$ cat config.mk
export PLATFORM = sky130hd
export DESIGN_NAME = execute_stage
export DESIGN_NICKNAME = d
export VERILOG_FILES = /design/src/rtl/exec_pkg.sv /design/src/rtl/exec_mul_iter.sv /design/src/rtl/execute_stage.sv
export SDC_FILE = /design/constraint.sdc
export NUM_CORES = 1
export LEC_CHECK = 0
export ABC_CLOCK_PERIOD_IN_PS = 6600
export CORE_ASPECT_RATIO = 1.25
export CORE_MARGIN = 5
export CORE_UTILIZATION = 51
export DETAILED_ROUTE_END_ITERATION = 6
export DONT_BUFFER_PORTS = 1
export GPL_ROUTABILITY_DRIVEN = 1
export GPL_TIMING_DRIVEN = 0
export PLACE_DENSITY_LB_ADDON = 0.12
export SLEW_MARGIN = 30
export SYNTH_ARGS = -nofsm -noshare
export SYNTH_HDL_FRONTEND = slang
export SYNTH_SLANG_ARGS = --single-unit
$ cat constraint.sdc
create_clock -name clk -period 6.6 [get_ports clk]
set_input_delay 0.33 -clock clk [delete_from_list [all_inputs] [get_ports clk]]
set_output_delay 0.33 -clock clk [all_outputs]
set_load 0.05 [all_outputs]
$ cat src/rtl/exec_pkg.sv
// Shared definitions for the execute stage: ALU op codes, multiplier FSM
// encoding and the EX->MEM payload bundle.
package exec_pkg;

  localparam int unsigned XLEN   = 32;
  localparam int unsigned REG_AW = 5;
  localparam int unsigned OP_W   = 4;

  // ALU operation codes presented on DX_ALUctr
  localparam logic [OP_W-1:0] ALU_ADD = 4'd0;
  localparam logic [OP_W-1:0] ALU_SUB = 4'd1;
  localparam logic [OP_W-1:0] ALU_AND = 4'd2;
  localparam logic [OP_W-1:0] ALU_OR  = 4'd3;
  localparam logic [OP_W-1:0] ALU_XOR = 4'd4;
  localparam logic [OP_W-1:0] ALU_SLT = 4'd5;
  localparam logic [OP_W-1:0] ALU_SLL = 4'd6;
  localparam logic [OP_W-1:0] ALU_SRL = 4'd7;
  localparam logic [OP_W-1:0] ALU_SRA = 4'd8;
  localparam logic [OP_W-1:0] ALU_MUL = 4'd9;
  localparam logic [OP_W-1:0] ALU_NOP = 4'd15;

  // Multiplier FSM encoding
  localparam logic [1:0] ST_IDLE = 2'd0;
  localparam logic [1:0] ST_BUSY = 2'd1;
  localparam logic [1:0] ST_DONE = 2'd2;

  // Payload handed to the memory stage
  typedef struct packed {
    logic [REG_AW-1:0] rd;
    logic [XLEN-1:0]   alu;
    logic              we;
  } xm_bundle_t;

  // Build a bundle; a non-writing instruction always carries rd=0
  function automatic xm_bundle_t make_xm(input logic              we,
                                         input logic [REG_AW-1:0] rd,
                                         input logic [XLEN-1:0]   res);
    xm_bundle_t b;
    b.we  = we;
    b.rd  = we ? rd : '0;
    b.alu = res;
    return b;
  endfunction

endpackage

$ cat src/rtl/exec_mul_iter.sv
// Iterative shift-add multiplier: retires MUL_BITS_PER_CYCLE multiplier bits
// per busy cycle and holds the low XLEN bits of the product in DONE.
module exec_mul_iter
  import exec_pkg::*;
#(
  parameter int unsigned MUL_BITS_PER_CYCLE = 1
) (
  input  logic            clk,
  input  logic            rst,
  input  logic            start,
  input  logic            abort,
  input  logic [XLEN-1:0] a,
  input  logic [XLEN-1:0] b,
  output logic            busy,
  output logic            done,
  output logic [XLEN-1:0] product
);

  localparam int unsigned MUL_ITERS = XLEN / MUL_BITS_PER_CYCLE;
  localparam int unsigned CNT_W     = 5;

  logic [1:0]       state_q, state_d;
  logic [CNT_W-1:0] cnt_q, cnt_d;
  logic [XLEN-1:0]  mcand_q, mcand_d;
  logic [XLEN-1:0]  mplier_q, mplier_d;
  logic [XLEN-1:0]  acc_q, acc_d;
  logic [XLEN-1:0]  partial;

  // Partial product of the multiplicand with the low chunk of the multiplier
  always_comb begin
    partial = '0;
    for (int unsigned j = 0; j < MUL_BITS_PER_CYCLE; j++) begin
      if (mplier_q[j]) partial = partial + (mcand_q << j);
    end
  end

  // Next-state logic: load on start, shift-accumulate while busy, abort anywhere
  always_comb begin
    state_d  = state_q;
    cnt_d    = cnt_q;
    mcand_d  = mcand_q;
    mplier_d = mplier_q;
    acc_d    = acc_q;
    case (state_q)
      ST_IDLE: begin
        if (start && !abort) begin
          mcand_d  = a;
          mplier_d = b;
          acc_d    = '0;
          cnt_d    = '0;
          state_d  = ST_BUSY;
        end
      end
      ST_BUSY: begin
        if (abort) begin
          state_d = ST_IDLE;
        end else begin
          acc_d    = acc_q + partial;
          mcand_d  = mcand_q << MUL_BITS_PER_CYCLE;
          mplier_d = mplier_q >> MUL_BITS_PER_CYCLE;
          cnt_d    = cnt_q + CNT_W'(1);
          if (cnt_q == CNT_W'(MUL_ITERS - 1)) state_d = ST_DONE;
        end
      end
      ST_DONE: state_d = ST_IDLE;
      default: state_d = ST_IDLE;
    endcase
  end

  // State and datapath registers
  always_ff @(posedge clk or negedge rst) begin
    if (!rst) begin
      state_q  <= ST_IDLE;
      cnt_q    <= '0;
      mcand_q  <= '0;
      mplier_q <= '0;
      acc_q    <= '0;
    end else begin
      state_q  <= state_d;
      cnt_q    <= cnt_d;
      mcand_q  <= mcand_d;
      mplier_q <= mplier_d;
      acc_q    <= acc_d;
    end
  end

  assign busy    = (state_q == ST_BUSY);
  assign done    = (state_q == ST_DONE);
  assign product = acc_q;

endmodule

$ cat src/rtl/execute_stage.sv
// Pipeline EX stage: single-cycle ALU, iterative multiplier, EX/MEM registers
// and upstream stall generation.
module execute_stage
  import exec_pkg::*;
#(
  parameter int unsigned MUL_BITS_PER_CYCLE = 1
) (
  input  logic              clk,
  input  logic              rst,
  input  logic [OP_W-1:0]   DX_ALUctr,
  input  logic [XLEN-1:0]   DX_A,
  input  logic [XLEN-1:0]   DX_B,
  input  logic [REG_AW-1:0] DX_RD,
  input  logic              DX_RegWrite,
  input  logic              flush,
  output logic              stall,
  output logic [REG_AW-1:0] XM_RD,
  output logic [XLEN-1:0]   ALUout,
  output logic              XM_RegWrite
);

  logic              is_mul;
  logic              mul_start;
  logic              mul_busy;
  logic              mul_done;
  logic              mul_idle;
  logic [XLEN-1:0]   mul_product;
  logic [REG_AW-1:0] mul_rd_q;
  logic              mul_we_q;
  logic [XLEN-1:0]   alu_res;
  logic              alu_ok;
  logic [4:0]        shamt;
  xm_bundle_t        xm_d, xm_q;

  assign is_mul    = (DX_ALUctr == ALU_MUL);
  assign mul_idle  = !mul_busy && !mul_done;
  assign mul_start = mul_idle && is_mul && !flush;
  assign shamt     = DX_B[4:0];

  // Upstream holds while a multiply is being accepted or is in progress
  assign stall = rst && ((mul_idle && is_mul && !flush) || mul_busy);

  exec_mul_iter #(
    .MUL_BITS_PER_CYCLE(MUL_BITS_PER_CYCLE)
  ) u_mul (
    .clk    (clk),
    .rst    (rst),
    .start  (mul_start),
    .abort  (flush),
    .a      (DX_A),
    .b      (DX_B),
    .busy   (mul_busy),
    .done   (mul_done),
    .product(mul_product)
  );

  // Single-cycle ALU; NOP, MUL and undefined codes produce no result
  always_comb begin
    alu_res = '0;
    alu_ok  = 1'b1;
    case (DX_ALUctr)
      ALU_ADD: alu_res = DX_A + DX_B;
      ALU_SUB: alu_res = DX_A - DX_B;
      ALU_AND: alu_res = DX_A & DX_B;
      ALU_OR:  alu_res = DX_A | DX_B;
      ALU_XOR: alu_res = DX_A ^ DX_B;
      ALU_SLT: alu_res = {{(XLEN-1){1'b0}}, ($signed(DX_A) < $signed(DX_B))};
      ALU_SLL: alu_res = DX_A << shamt;
      ALU_SRL: alu_res = DX_A >> shamt;
      ALU_SRA: alu_res = $unsigned($signed(DX_A) >>> shamt);
      default: alu_ok  = 1'b0;
    endcase
  end

  // Select the bundle for the memory stage; flush beats every other source
  always_comb begin
    xm_d = '0;
    if (flush) begin
      xm_d = '0;
    end else if (mul_done) begin
      xm_d = make_xm(mul_we_q, mul_rd_q, mul_product);
    end else if (mul_idle && alu_ok) begin
      xm_d = make_xm(DX_RegWrite, DX_RD, alu_res);
    end
  end

  // Capture the multiply's destination when it is accepted
  always_ff @(posedge clk or negedge rst) begin
    if (!rst) begin
      mul_rd_q <= '0;
      mul_we_q <= 1'b0;
    end else if (mul_start) begin
      mul_rd_q <= DX_RD;
      mul_we_q <= DX_RegWrite;
    end
  end

  // EX/MEM pipeline register
  always_ff @(posedge clk or negedge rst) begin
    if (!rst) xm_q <= '0;
    else      xm_q <= xm_d;
  end

  assign XM_RD       = xm_q.rd;
  assign ALUout      = xm_q.alu;
  assign XM_RegWrite = xm_q.we;

endmodule

==> summary.md <==
| Metric | Value |
|---|---|
| Synth async-reset ratio | `100.0%` |
| Port bufs | `0` |
| Vias in the first global route | `16,760` |
| CP max stage cell | `clkbuf_1` |
| Drt via density | `7.005` |
| CP endpoint | `ALUout[25]$_DFF_PN0_` |
| Clk sinks | `147` |
| Flop pwr share | `36.5%` |
| Layout cells sized above 1 | `7.321%` |
| WL final | `73,550 µm` |
| Initial Utilization | `51.41%` |
| Post-Route Setup TNS | `0 ns` |
| Core Area | `30,810 µm²` |
| Area growth from synthesis to layout | `7.513%` |
| FF-to-FF path depth | `12` |
| Post-synthesis cell type count | `85` |
| ANT nets after route | `0` |
| PnR worst setup slack | `1.060 ns` |
| # setup viols final | `0` |
| Synth Instances | `1,971` |
| Max Clock Skew | `0.008481 ns` |
| Worst min-delay path class | `input port to register` |
| Row cnt | `72` |
| FMAX | `180.5 MHz` |
| Required @ worst endpoint | `6.92 ns` |
| Final Critical Period | `5.540 ns` |
| Routed WL per cell | `30.40 µm` |
| Antenna violations before repair | `2` |
| Switching part of the total power | `42.94%` |
| CTS buffer count | `17` |
| RSZ-0062 raised after global routing | `no` |
| Mean Syn Cell Area | `8.035 µm²` |
| Pins Over Slew Limit | `0` |
| H-tree Lvls | `4` |
| Initial DRC count | `2,407` |
| Critical path startpoint category | `input port` |
| Clk_lat worst skew | `0.45 ns` |
| Combinational share of power | `39.2%` |
| Clock Pin Slew Worst Setup and Hold Paths | `0.07 ns` |
| Die area | `34,700 µm²` |
| Commonest non-fill, non-tap cell in the layout | `nor2_1` |
| Run status | `finished, final reports clean` |
| Clock tree buffer depth | `2` |
| Mapped Area | `15,840 µm²` |
| Cell internal pwr | `2.248 mW` |
| P_sw | `1.692 mW` |
| Commonest cells after routing, fill and taps aside | `nor2_1, nand2_1, a21oi_1, dfrtp_1, o21ai_0` |
| Global route overflow | `0` |
| Crit-path cells | `clkbuf_1 > inv_2 > buf_1 > clkbuf_1 > ha_1 > o21ba_2 > o21bai_1 > a311oi_1 > o31a_1 > o41ai_2 > a21boi_1 > o31ai_2 > o211ai_1 > o21ai_1 > o21ai_1` |
| Drt pass-1 iters | `6` |
| Leakage | `7.455 nW` |
| Crit Path Class | `input port to register` |
| First-pass GRT wire length | `108,500 µm` |
| Number of synthesized flops with an enable pin | `0` |
| Slew @ Worst Pin | `1.088 ns` |
| Total power per unit cell area | `231.4 nW/µm²` |
| Post-CTS Setup Inserts | `0` |
| Final HPWL DP | `58,340 µm` |
| Clock share of power | `24.3%` |
| Max_cap viols | `0` |
| Net Count, Synth | `2,184` |
| Max-slew headroom | `27.46%` |
| Most used DFF post-synth | `dfrtp_1` |
| GP Congestion | `1.089` |
| CP peak stage delay | `0.78 ns` |
| CTS Hold Buffers Added | `2` |
| # DRC | `0` |
| CP max FO | `12` |
| Worst setup EP type | `register` |
| #FFs+latches synth | `147` |
| Setup slack, reg-to-reg | `2.35 ns` |
| IO Pins | `116` |
| CTS root buffer | `clkbuf_16` |
| Worst VDD drop | `231.4 µV` |
| Crit path DAT | `5.86 ns` |
| CTS tree | `yes` |
| Critical R2R Capture | `u_mul.product[31]$_DFFE_PN0P_` |
| Vias | `16,950` |
| Final #Nets | `2,208` |
| DP Worst Slack | `0.9012 ns` |
| Final Hold Fails | `0` |
| Die H | `207.0 µm` |
| Largest net degree at the start of global routing | `148` |
| Die W | `167.6 µm` |
| Final period utilization | `83.94%` |
| Ys Warns | `0` |
| Hold path depth | `1` |
| Critical path origin | `DX_B[1]` |
| All-Layer GR Usage | `41.14%` |
| Sequential share of the synthesized area | `23.23%` |
| Worst r2r src | `u_mul.mplier_q[0]$_DFFE_PN0P_` |
| Cells resized by post-CTS repair | `0` |
cell families after synthesis:
kind of cell / count (synthesis) / share of synthesized area, %
AO/OA/AOI/OAI: 673 / 27.52
AND/OR/NAND/NOR: 580 / 16.66
adder cells (fa/ha/maj): 136 / 10.89
XOR/XNOR: 34 / 1.880
flip-flops: 147 / 23.23
buffers and inverters: 238 / 5.846
multiplexers: 163 / 13.98
through the flow:
stage | cells | area [µm²] | hold WS, ns | util, % | power, mW
2_1_floorplan | 1971 | 15840 | 0.03441 | - | 2.451
3_3_place_gp | 2378 | 16350 | 0.03752 | 53.06 | 2.868
3_5_place_dp | 2381 | 16410 | 0.03761 | 53.25 | 2.913
4_1_cts | 2415 | 17020 | 0.004135 | 55.23 | 3.901
5_1_grt | 2417 | 17020 | 0.01860 | 55.25 | 4.144
6_report | 2419 | 17030 | 0.02835 | 55.27 | 3.940
Yosys cell counts, types with 8 or more instances:
master       n  share of area [%]
nor2_1     190                4.5
nand2_1    182                4.3
a21oi_1    156                4.9
dfrtp_1    147                 23
o21ai_0    143                4.5
ha_1       133                 11
clkbuf_1   107                2.5
mux2i_1    103                6.5
inv_1       88                2.1
o21ai_1     72                2.3
nand3_1     50                1.6
mux4_2      45                6.4
and2_1      36                1.4
a21o_1      34                1.6
nor3_1      26               0.82
a211oi_1    25                1.2
a221oi_1    24                1.3
o211ai_1    21                1.0
a211o_1     19                1.1
a31oi_1     19               0.75
o21bai_1    19               0.90
a22oi_1     17               0.81
or3_1       17               0.67
xnor2_1     17               0.94
xor2_1      17               0.94
buf_1       16               0.38
buf_2       14               0.44
o31ai_1     14               0.66
and3_1      13               0.51
nand2b_1    13               0.51
mux2_2      11               0.78
o221ai_1    11               0.61
inv_2       10               0.24
nor4_1      10               0.40
a2111oi_0    9               0.50
nor2b_1      9               0.36
o2111ai_1    9               0.50
a221o_1      8               0.51
a22o_1       8               0.44
nand4_1      8               0.32
o22ai_1      8               0.32
registers in the layout, indices dropped and copies added (netlist names):
register / flops
mul_we_q: 1
u_mul.product: 32
u_mul.mplier_q: 32
u_mul.state_q: 2
XM_RegWrite: 1
u_mul.mcand_q: 32
mul_rd_q: 5
ALUout: 32
XM_RD: 5
u_mul.cnt_q: 5
metal layers:
metal	part of all wire (%)	GRT usage, %	vias up
met5	0	0	-
met4	8.5	27.07	0
met3	9.3	9.859	364
met2	47	67.99	1140
met1	35	47.27	8143
li1	-	-	7299
area by class of cell:
class,instances,area [µm²]
antenna,4,10.01
buffer,139,554.3
clock buffer,17,425.4
clock inverter,15,147.6
fill,2974,13780
inverter,99,371.6
multi-input combinational,1586,11280
sequential,147,3679
tap,407,509.2
timing repair buffer,5,55.05
critical path: cells and delay by family:
family,cells,cell delay (ns)
AO/OA/AOI/OAI,10,2.93
buffers and inverters,4,2.15
adder cells (fa/ha/maj),1,0.43
worst min path at each step:
stage / slack, ns / end / start
finish: 0.03 / mul_rd_q[4]$_DFFE_PN0P_ / DX_RD[4]
global route: 0.02 / mul_rd_q[3]$_DFFE_PN0P_ / DX_RD[3]
CTS: 0.004 / mul_rd_q[4]$_DFFE_PN0P_ / DX_RD[4]
detailed placement: 0.04 / u_mul.product[8]$_DFFE_PN0P_ / rst
global placement: 0.04 / u_mul.product[7]$_DFFE_PN0P_ / rst
floorplan: 0.03 / ALUout[0]$_DFF_PN0_ / rst
power groups by stage:
stage | Sequential, mW | Combinational (mW) | Clock (mW)
3_3_place_gp | 1.43 | 1.43 | 0
3_5_place_dp | 1.45 | 1.47 | 0
5_1_grt | 1.46 | 1.67 | 1.01
6_report | 1.44 | 1.54 | 0.959
4_1_cts | 1.43 | 1.50 | 0.972
2_1_floorplan | 1.37 | 1.08 | 0
Power figures use the tool's default switching activity.
